`config.mk`:
```
export PLATFORM = sky130hd
export DESIGN_NAME = mem_stage_mc_flat
export DESIGN_NICKNAME = d
export VERILOG_FILES = /design/src/rtl/mem_stage_mc_if.sv /design/src/rtl/mem_stage_mc.sv /design/src/flat_wrapper.sv
export SDC_FILE = /design/constraint.sdc
export NUM_CORES = 1
export LEC_CHECK = 0
export CORE_AREA = 2 2 86 130
export DETAILED_ROUTE_END_ITERATION = 10
export DIE_AREA = 0 0 88 132
export GPL_TIMING_DRIVEN = 0
export HOLD_SLACK_MARGIN = 0.02
export PLACE_DENSITY_LB_ADDON = 0.2
export REMOVE_ABC_BUFFERS = 1
export SETUP_SLACK_MARGIN = 0.15
export SYNTH_ARGS = -nofsm -noshare
export SYNTH_HDL_FRONTEND = slang
export SYNTH_SLANG_ARGS = --single-unit
```
`constraint.sdc`:
```
create_clock -name clock -period 3.7 [get_ports clock]
set_clock_uncertainty 0.15 [all_clocks]
set_input_delay 0.37 -clock clock [delete_from_list [all_inputs] [get_ports clock]]
set_output_delay 0.37 -clock clock [all_outputs]
set_load 0.01 [all_outputs]
```
`src/rtl/mem_stage_mc_if.sv`:
```
// Data-memory request/acknowledge bus between the MEM stage (master) and data memory (slave).
interface mem_stage_mc_if #(
    parameter int DATA_W = 32,
    parameter int ADDR_W = 32
);
    logic                dm_req;
    logic                dm_we;
    logic [ADDR_W-1:0]   dm_addr;
    logic [DATA_W-1:0]   dm_wdata;
    logic [DATA_W/8-1:0] dm_byte_en;
    logic [DATA_W-1:0]   dm_rdata;
    logic                dm_ack;

    modport master (
        output dm_req, dm_we, dm_addr, dm_wdata, dm_byte_en,
        input  dm_rdata, dm_ack
    );

    modport slave (
        input  dm_req, dm_we, dm_addr, dm_wdata, dm_byte_en,
        output dm_rdata, dm_ack
    );
endinterface

```
`src/rtl/mem_stage_mc.sv`:
```
// Multi-cycle MEM stage: executes loads/stores over a req/ack memory bus with stall and timeout watchdog.
// Define MEM_SUBWORD_EN to add byte/halfword loads and stores with alignment checking.
module mem_stage_mc #(
    parameter int DATA_W  = 32,
    parameter int ADDR_W  = 32,
    parameter int TIMEOUT = 64,
    parameter int TO_W    = $clog2(TIMEOUT+1)
) (
    input  logic              clock,
    input  logic              reset_n,
    input  logic              ex_mem_valid,
    input  logic [DATA_W-1:0] EX_MEM_result,
    input  logic [DATA_W-1:0] EX_MEM_B,
    input  logic [4:0]        EX_MEM_dest,
    input  logic [5:0]        EX_MEM_op,
    mem_stage_mc_if.master    dm,
    output logic [DATA_W-1:0] MEM_WB_result,
    output logic [DATA_W-1:0] MEM_WB_data,
    output logic [4:0]        MEM_WB_dest,
    output logic [5:0]        MEM_WB_op,
    output logic              MEM_WB_valid,
    output logic              mem_stall,
    output logic              mem_err
);

    localparam int NB = DATA_W/8;
    localparam logic [5:0] OP_LW = 6'h23;
    localparam logic [5:0] OP_SW = 6'h2B;

    typedef enum logic {IDLE, ACCESS} state_t;

    state_t          state_p1, state_nxt;
    logic [TO_W-1:0] cnt_p1;

    logic              is_load, is_store, misalign, issue, access, timeout_hit;
    logic [DATA_W-1:0] wdata_fmt;
    logic [NB-1:0]     be_fmt;
    logic [DATA_W-1:0] load_fmt;

`ifdef MEM_SUBWORD_EN
    localparam int OFF_W = (NB > 1) ? $clog2(NB) : 1;
    localparam logic [5:0] OP_LB  = 6'h20;
    localparam logic [5:0] OP_LH  = 6'h21;
    localparam logic [5:0] OP_LBU = 6'h24;
    localparam logic [5:0] OP_LHU = 6'h25;
    localparam logic [5:0] OP_SB  = 6'h28;
    localparam logic [5:0] OP_SH  = 6'h29;

    logic [OFF_W-1:0] off;
    assign off = EX_MEM_result[OFF_W-1:0];

    function automatic logic [DATA_W-1:0] store_data(input logic [5:0] op, input logic [DATA_W-1:0] b);
        case (op)
            OP_SB:   return {NB{b[7:0]}};
            OP_SH:   return {(NB/2){b[15:0]}};
            default: return b;
        endcase
    endfunction

    function automatic logic [NB-1:0] lane_mask(input logic [5:0] op, input logic [OFF_W-1:0] o);
        case (op)
            OP_SB:   return NB'(1) << o;
            OP_SH:   return NB'(3) << o;
            default: return '1;
        endcase
    endfunction

    // Shift the addressed lane down to bit 0, then sign- or zero-extend it.
    function automatic logic [DATA_W-1:0] load_extract(input logic [5:0] op, input logic [OFF_W-1:0] o,
                                                       input logic [DATA_W-1:0] rd);
        logic signed [7:0]  b8;
        logic signed [15:0] h16;
        b8  = 8'(rd >> {o, 3'b000});
        h16 = 16'(rd >> {o, 3'b000});
        case (op)
            OP_LB:   return {{(DATA_W-8){b8[7]}}, b8};
            OP_LH:   return {{(DATA_W-16){h16[15]}}, h16};
            OP_LBU:  return {{(DATA_W-8){1'b0}}, b8};
            OP_LHU:  return {{(DATA_W-16){1'b0}}, h16};
            default: return rd;
        endcase
    endfunction

    always_comb begin
        is_load  = 1'b0;
        is_store = 1'b0;
        misalign = 1'b0;
        if (ex_mem_valid) begin
            case (EX_MEM_op)
                OP_LW:         begin is_load  = 1'b1; misalign = (off != '0); end
                OP_SW:         begin is_store = 1'b1; misalign = (off != '0); end
                OP_LB, OP_LBU: is_load = 1'b1;
                OP_LH, OP_LHU: begin is_load  = 1'b1; misalign = off[0]; end
                OP_SB:         is_store = 1'b1;
                OP_SH:         begin is_store = 1'b1; misalign = off[0]; end
                default:       ;
            endcase
        end
    end

    assign wdata_fmt = store_data(EX_MEM_op, EX_MEM_B);
    assign be_fmt    = lane_mask(EX_MEM_op, off);
    assign load_fmt  = load_extract(EX_MEM_op, off, dm.dm_rdata);
`else
    always_comb begin
        is_load  = 1'b0;
        is_store = 1'b0;
        misalign = 1'b0;
        if (ex_mem_valid) begin
            case (EX_MEM_op)
                OP_LW:   is_load  = 1'b1;
                OP_SW:   is_store = 1'b1;
                default: ;
            endcase
        end
    end

    assign wdata_fmt = EX_MEM_B;
    assign be_fmt    = '1;
    assign load_fmt  = dm.dm_rdata;
`endif

    assign issue       = (is_load | is_store) & ~misalign;
    assign access      = (state_p1 == ACCESS);
    assign timeout_hit = (cnt_p1 == TO_W'(TIMEOUT-1));

    // An ack in the final watchdog cycle still completes the access.
    always_comb begin
        state_nxt = state_p1;
        mem_stall = 1'b0;
        case (state_p1)
            IDLE: begin
                if (issue) begin
                    state_nxt = ACCESS;
                    mem_stall = 1'b1;
                end
            end
            ACCESS: begin
                if (dm.dm_ack || timeout_hit) state_nxt = IDLE;
                else                          mem_stall = 1'b1;
            end
            default: state_nxt = IDLE;
        endcase
    end

    always_comb begin
        dm.dm_req     = access;
        dm.dm_we      = access & is_store;
        dm.dm_addr    = access ? ADDR_W'(EX_MEM_result) : '0;
        dm.dm_wdata   = access ? wdata_fmt : '0;
        dm.dm_byte_en = be_fmt;
    end

    // MEM/WB register boundary
    always_ff @(posedge clock or negedge reset_n) begin
        if (!reset_n) begin
            state_p1      <= IDLE;
            cnt_p1        <= '0;
            mem_err       <= 1'b0;
            MEM_WB_result <= '0;
            MEM_WB_data   <= '0;
            MEM_WB_dest   <= '0;
            MEM_WB_op     <= '0;
            MEM_WB_valid  <= 1'b0;
        end else begin
            state_p1 <= state_nxt;
            case (state_p1)
                IDLE: begin
                    if (issue) begin
                        MEM_WB_valid <= 1'b0;
                        cnt_p1       <= '0;
                    end else begin
                        MEM_WB_result <= EX_MEM_result;
                        MEM_WB_dest   <= EX_MEM_dest;
                        MEM_WB_op     <= EX_MEM_op;
                        MEM_WB_data   <= '0;
                        MEM_WB_valid  <= ex_mem_valid & ~misalign;
                        if (misalign) mem_err <= 1'b1;
                    end
                end
                ACCESS: begin
                    if (dm.dm_ack) begin
                        MEM_WB_result <= EX_MEM_result;
                        MEM_WB_dest   <= EX_MEM_dest;
                        MEM_WB_op     <= EX_MEM_op;
                        MEM_WB_data   <= is_load ? load_fmt : '0;
                        MEM_WB_valid  <= 1'b1;
                    end else if (timeout_hit) begin
                        mem_err      <= 1'b1;
                        MEM_WB_valid <= 1'b0;
                    end else begin
                        cnt_p1 <= cnt_p1 + TO_W'(1);
                    end
                end
                default: ;
            endcase
        end
    end

endmodule

```
`src/flat_wrapper.sv`:
```
// flat-port wrapper written by rule: the top's interface ports become plain ports
module mem_stage_mc_flat 
#(
    parameter int DATA_W  = 32,
    parameter int ADDR_W  = 32,
    parameter int TIMEOUT = 64,
    parameter int TO_W    = $clog2(TIMEOUT+1)
)
  (clock, reset_n, ex_mem_valid, EX_MEM_result, EX_MEM_B, EX_MEM_dest, EX_MEM_op, MEM_WB_result, MEM_WB_data, MEM_WB_dest, MEM_WB_op, MEM_WB_valid, mem_stall, mem_err, dm_dm_req, dm_dm_we, dm_dm_addr, dm_dm_wdata, dm_dm_byte_en, dm_dm_rdata, dm_dm_ack);
  mem_stage_mc_if #(.DATA_W(DATA_W), .ADDR_W(ADDR_W)) dm_i ();
  input  logic clock;
  input  logic reset_n;
  input  logic ex_mem_valid;
  input  logic [DATA_W-1:0] EX_MEM_result;
  input  logic [DATA_W-1:0] EX_MEM_B;
  input  logic [4:0] EX_MEM_dest;
  input  logic [5:0] EX_MEM_op;
  output logic [DATA_W-1:0] MEM_WB_result;
  output logic [DATA_W-1:0] MEM_WB_data;
  output logic [4:0] MEM_WB_dest;
  output logic [5:0] MEM_WB_op;
  output logic MEM_WB_valid;
  output logic mem_stall;
  output logic mem_err;
  output wire logic [$bits(dm_i.dm_req)-1:0] dm_dm_req;
  output wire logic [$bits(dm_i.dm_we)-1:0] dm_dm_we;
  output wire logic [$bits(dm_i.dm_addr)-1:0] dm_dm_addr;
  output wire logic [$bits(dm_i.dm_wdata)-1:0] dm_dm_wdata;
  output wire logic [$bits(dm_i.dm_byte_en)-1:0] dm_dm_byte_en;
  input wire logic [$bits(dm_i.dm_rdata)-1:0] dm_dm_rdata;
  input wire logic [$bits(dm_i.dm_ack)-1:0] dm_dm_ack;
  assign dm_dm_req = dm_i.dm_req;
  assign dm_dm_we = dm_i.dm_we;
  assign dm_dm_addr = dm_i.dm_addr;
  assign dm_dm_wdata = dm_i.dm_wdata;
  assign dm_dm_byte_en = dm_i.dm_byte_en;
  assign dm_i.dm_rdata = dm_dm_rdata;
  assign dm_i.dm_ack = dm_dm_ack;
  mem_stage_mc #(.DATA_W(DATA_W), .ADDR_W(ADDR_W), .TIMEOUT(TIMEOUT), .TO_W(TO_W)) u_core (.clock(clock), .reset_n(reset_n), .ex_mem_valid(ex_mem_valid), .EX_MEM_result(EX_MEM_result), .EX_MEM_B(EX_MEM_B), .EX_MEM_dest(EX_MEM_dest), .EX_MEM_op(EX_MEM_op), .dm(dm_i), .MEM_WB_result(MEM_WB_result), .MEM_WB_data(MEM_WB_data), .MEM_WB_dest(MEM_WB_dest), .MEM_WB_op(MEM_WB_op), .MEM_WB_valid(MEM_WB_valid), .mem_stall(mem_stall), .mem_err(mem_err));
endmodule
```
---- Word-level counts from Yosys, hierarchy flattened ----
Index checks and enable logic that the tools add are counted.
cells by class
  bitwise operators ....................... 3
  multiplexer cells ....................... 33
  add/subtract/negate cells ............... 1
  reductions and logical operators ........ 4
  eq/ne operators ......................... 10
operators with widths
  kind                                                   number
  2-to-1 mux 32 bit                                      7
  one-hot mux 32 bit (2 select lines)                    2
  2-to-1 mux 7 bit                                       3
  one-hot mux 7 bit (2 select lines)                     1
  == test 6 bit, second input constant                   2
  2-to-1 mux 1 bit                                       12
  2-to-1 mux 6 bit                                       2
  one-hot mux 6 bit (2 select lines)                     1
  2-to-1 mux 5 bit                                       2
  inequality test 2 bit, second input constant           5
  one-hot mux 5 bit (2 select lines)                     1
  adder 7 x 1 -> 7 bit, second input constant            1
  == test 7 x 6 -> 1 bit, second input constant          1
  AND reduction 3 bit                                    2
  one-hot mux 1 bit (2 select lines)                     2
  inequality test 3 bit, second input constant           1
  inequality test 2 x 1 -> 1 bit, second input constant  1
  AND reduction 2 bit                                    1
  bitwise AND 1 bit                                      1
  logical OR 1 bit                                       1
  NOT 1 bit                                              1
  bitwise OR 1 bit                                       1
word-level totals
  logic and storage cells ................. 59
  bits of input ports ..................... 111
  register bits ........................... 85

---- Longest topological paths before layout ----
  depth in word-level cells ............... 6
  depth in mapped cells ................... 6
  mapped depth without buffers ............ 5

---- Least setup slack after synthesis ----
OpenSTA, ideal clock, no wires.
  path type ............................... input to register
  from .................................... input port EX_MEM_op[4]
  to ...................................... register u_core.MEM_WB_op[4]
  setup slack ............................. 1783 ps
  stages on the path ...................... 6
  arrival ................................. 1642 ps
  path through ............................ and4bb_2 -> and3_1 -> buf_6 -> a21oi_4 -> buf_6 -> mux2_2
on the way
  word-level cells in the longest chain between the ends .. 6
  elaborated cells between the ends (all ways) .. 12
  those cells by class .................... eq/ne: 3; mux: 7; bitwise: 1; reduce/logical: 1
RTL lines
  item                                    RTL line             RTL
  from (decl)                             flat_wrapper.sv:17   input logic [5:0] EX_MEM_op;
  == test 6 bit                           mem_stage_mc.sv:110  case (EX_MEM_op)
  2-to-1 mux 1 bit                        mem_stage_mc.sv:110
  2-to-1 mux 1 bit                        mem_stage_mc.sv:109  if (ex_mem_valid) begin
  bitwise OR 1 bit                        mem_stage_mc.sv:123  assign issue = (is_load | is_store) & ~misalign;
  inequality test 2 bit (no source line)  -
  AND reduction 2 bit (no source line)    -
  to (signal assigned)                    mem_stage_mc.sv:175  MEM_WB_op <= EX_MEM_op;
  to (signal assigned)                    mem_stage_mc.sv:185  MEM_WB_op <= EX_MEM_op;
  to (decl)                               mem_stage_mc.sv:20   output logic [5:0] MEM_WB_op,
Parallel ways exist; a longest one is shown, timed or not. The select of a mux whose other input is x is not followed.
A chain may end at the register's enable or synchronous reset.

---- Final worst setup path ----
  from .................................... input port EX_MEM_op[4]
  to ...................................... output port dm_dm_we
on the way
  word-level cells in the longest chain between the ends .. 4
RTL lines
  item               RTL line             RTL
  == test 6 bit      mem_stage_mc.sv:110
  2-to-1 mux 1 bit   mem_stage_mc.sv:110
  2-to-1 mux 1 bit   mem_stage_mc.sv:109
  bitwise AND 1 bit  mem_stage_mc.sv:148  dm.dm_we = access & is_store;
  to (decl)          flat_wrapper.sv:26   output wire logic [$bits(dm_i.dm_we)-1:0] dm_dm_we;
Every way passes these cells.

==> results by stage <==
Power:
- Power spread over the standard cell area amounts to 312 nW/µm².
- Internal power comes to 1.70 mW.
- The clock network power share is 0.397.
- After layout, the design draws a total of 2.20 mW.
- The leakage power is 2.94 nW.
- For this design the total switching power over the nets is 503 µW.
- Of the total power, the share spent switching nets is 0.228.
- The share of total power dissipated in combinational logic is 0.151.
- The maximum resistive drop on vdd is 0.217 mV.
- The share of total power in sequential cells is 0.452.

Placed design:
- Input and output buffers added on the ports amount to 254.
- The weighted congestion at the end of routability-driven global placement is 0.795.
- Once placement completed, the tool counted placed cells totaling 775.
- At the placement stage, the worst setup path has a slack of -480 ps.
- The placed wire-length estimate is 9560 µm.

Critical path:
- On the worst path, the slowest cell contributes a delay of 720 ps.
- The data required time of the critical path is 3180 ps.
- The data arrival time of the worst path is 2680 ps.
- The startpoint identified for the worst register-to-register timing path is u_core.dm.dm_req.
- Along the worst path, the maximum fanout reaches 37.
- Walking the worst path, the cells encountered are clkdlybuf4s50_1, and4bb_2, and3_2, and3_1, clkdlybuf4s50_1.
- STA classifies the critical path startpoint as a primary input.
- Among cell families on the critical path, the largest total delay comes from simple AND/OR/NAND/NOR gates.
- In this design, the critical path's most frequently occurring cell is clkdlybuf4s50_1.
- The first element of the critical path is EX_MEM_op[4].
- The setup path with the least slack is of type in -> out.
- The worst setup path is captured at an output port.
- Counting both buffers and inverters, the worst setup path holds a total of 2.
- The cell with the biggest individual delay on the critical path is and3_2.

Clock network:
- The later pin in the worst-skew pair is clocked with a latency of 340 ps.
- The clock root buffer master is clkbuf_16.
- After clock tree synthesis, the clock-pin slew on the worst setup and hold paths is 70 ps.
- TritonCTS built the clock tree.
- The clock buffer count from CTS is 9.
- For this design, the sink count on the clock tree is 85.
- The longest clock path from root to sink contains 2 buffers.
- The number of levels the H-tree was split into is 3.

Detailed routing:
- In the final routed layout, each cell accounts on average for 17.6 µm.
- The count of nets left with antenna violations once routing finished came out at 0.
- The DRC violation count after routing is 0.
- The detailed router finished its first iteration with 151 violations.
- The wire length reported by the detailed router is 14000 µm.
- The first detailed-routing pass ran for 4 iterations.
- The detailed router placed 4000 vias in this run.
- After detailed routing, the number of vias per cell comes to 5.01.

Worst hold path:
- The class of the tightest hold or removal check is reg -> reg.
- The startpoint of the most critical hold path is u_core.mem_err.

Yosys:
- Synthesis instantiated 35 different standard cells from the library.
- The share of synthesized area in the top cell type comes to 0.516.
- Ranked by instance count, the synthesized netlist is headed by 100 x nand3_1, 85 x dfrtp_1, 64 x and2_1.
- The count of flip-flops with a built-in enable after synthesis is 0.
- The post-synthesis sequential element count is 85.
- For this run, asynchronously set or reset flops after synthesis account for 1.00.
- The most frequent cell after synthesis is nand3_1.
- Ranked by total cell area, the synthesized netlist is headed by dfrtp_1 52%, nand3_1 12%, and2_1 9.7%.
- The dominant cell type by area after synthesis is dfrtp_1.
- Each instance of the synthesized netlist takes up on average 10.1 µm².
- The most instantiated flip-flop cell in the synthesis netlist is dfrtp_1.
- The fraction of the yosys area taken by sequential cells is 0.516.
- The number of warnings issued by yosys is 0.
- The cell area that synthesis handed to floorplanning was 4120 µm².
- The cell count after synthesis came out at 408.

STA:
- The worst path in the final design needs a cycle of 3200 ps, including I/O delays and setup.
- The smallest setup slack after layout is 502 ps.
- The total of endpoints with negative setup slack in the final report is 0.
- The max-slew violation count came to 0.
- The fmax is 0.313 GHz.
- The relative max-transition margin is 0.199.
- Final hold analysis gives a worst-case slack of 318 ps.
- Dividing the final minimum period by the clock period gives 0.864.
- The final-report hold violation count was 0.
- Setup repair after global routing left no endpoint under its margin.
- The actual slew at the worst max-slew pin is 1200 ps.

Global route:
- The first global-routing pass estimated 20900 µm of wire.
- The remaining global-route overflow is 0.
- The number of global-route vias before repair is 4029.
- The initial antenna violation count is 0.
- The global router's overall resource usage is 0.233.
- The largest net degree at the start of global routing is 114.

Finish:
- The final cell utilization of the core is 0.678.
- The finished layout holds 798 standard cells, fillers aside.
- The synthesis-to-layout area growth is 71.5%.
- The number of antenna diodes in the final layout is 0.
- In the final design database the tool counted 761 nets.
- The share of cells above drive strength 1 is 0.0841.

Floorplan:
- The die covers 11600 µm².
- From left edge to right edge, the die measures 88 µm.
- After floorplanning, the core was divided into 46 placement rows.
- The top-level port count is 259.
- The vertical die dimension is 132 µm.
- The core outline area is 10400 µm².
- For this configuration, the core starts out at a cell density of 0.395.

Run:
- Across the run, the number of max-cap violations was 0.

Run status:
- The flow ran to the end, and the final reports show no timing, DRC or antenna violations.
[state kept, by name (all words and copies together) (netlist names)]
signal,flops
u_core.MEM_WB_result,32
u_core.mem_err,1
u_core.MEM_WB_dest,5
u_core.MEM_WB_op,6
u_core.dm.dm_req,1
u_core.MEM_WB_valid,1
u_core.cnt_p1,7
u_core.MEM_WB_data,32
[cells by family after synthesis]
family                     after synthesis  share of synthesized area
muxes                                   43                      0.117
xor gates and xnor gates                 1                    0.00213
adders and majority gates                1                    0.00304
other                                    1                   0.000910
DFF                                     85                      0.516
and+or+nand+nor                        218                      0.278
AOI/OAI and AO/OA                       21                     0.0349
buffers and inverters                   38                     0.0477
[metrics by stage]
step	cell area, µm²	setup TNS, ps
2_1_floorplan	3950	-77230
3_3_place_gp	6670	-338290
3_5_place_dp	6700	-19290
4_1_cts	7040	0
5_1_grt	7070	0
6_report	7070	0
[power groups by stage]
stage,clock [mW],combinational (mW),sequential [mW]
2_1_floorplan,0,0.0712,1.02
3_3_place_gp,0,0.315,1.01
3_5_place_dp,0,0.325,1.01
4_1_cts,0.887,0.331,0.997
5_1_grt,0.922,0.359,1.00
6_report,0.875,0.332,0.994
[per-layer routing]
layer / wire length, µm / vias to the layer above / global-route usage
met5: 0 / - / 0
met3: 1030 / 36 / 0.0488
met1: 5270 / 1891 / 0.264
met2: 7190 / 198 / 0.404
li1: - / 1875 / -
met4: 557 / 0 / 0.115
[placed cells by master (no fill, tap or decap), types with 3 or more instances in the layout]
master,count
a21oi_1,9
and2_1,64
clkbuf_16,9
clkdlybuf4s50_1,253
clkinv_2,3
conb_1,4
dfrtp_1,84
mux2_1,15
mux2_2,27
nand2_1,36
nand3_1,100
nor2_1,4
nor3_1,4
o22ai_1,3
[area by class of cell]
class,count,area (µm²)
Fill cell,849,3350
Timing Repair Buffer,257,2610
Sequential cell,85,2130
Multi-Input combinational cell,291,1840
Clock buffer,11,233
Tap cell,144,180
Clock inverter,5,52.6
Inverter,3,15.0
Timing Repair inverter,2,10.0
[timing repair]
action / CTS / global route
setup buffers: 0 / 1
cloned: 5 / 0
hold buffers: 1 / 0
gates resized for setup: 3 / 0
setup endpoints to repair: 43 / 17
pin swaps: 2 / 0
hold endpoints to repair: 39 / 0
[worst paths after layout]
kind	slack (ps)	depth (start not counted)	end
max	500	5	dm_dm_we
min	320	1	u_core.mem_err
max reg2reg	870	4	u_core.MEM_WB_result[11]
min reg2reg	320	1	u_core.mem_err
max in group asynchronous	2340	3	u_core.MEM_WB_data[19]
min in group asynchronous	440	2	u_core.MEM_WB_op[0]
Note: power is estimated with default switching activity, not from simulation.
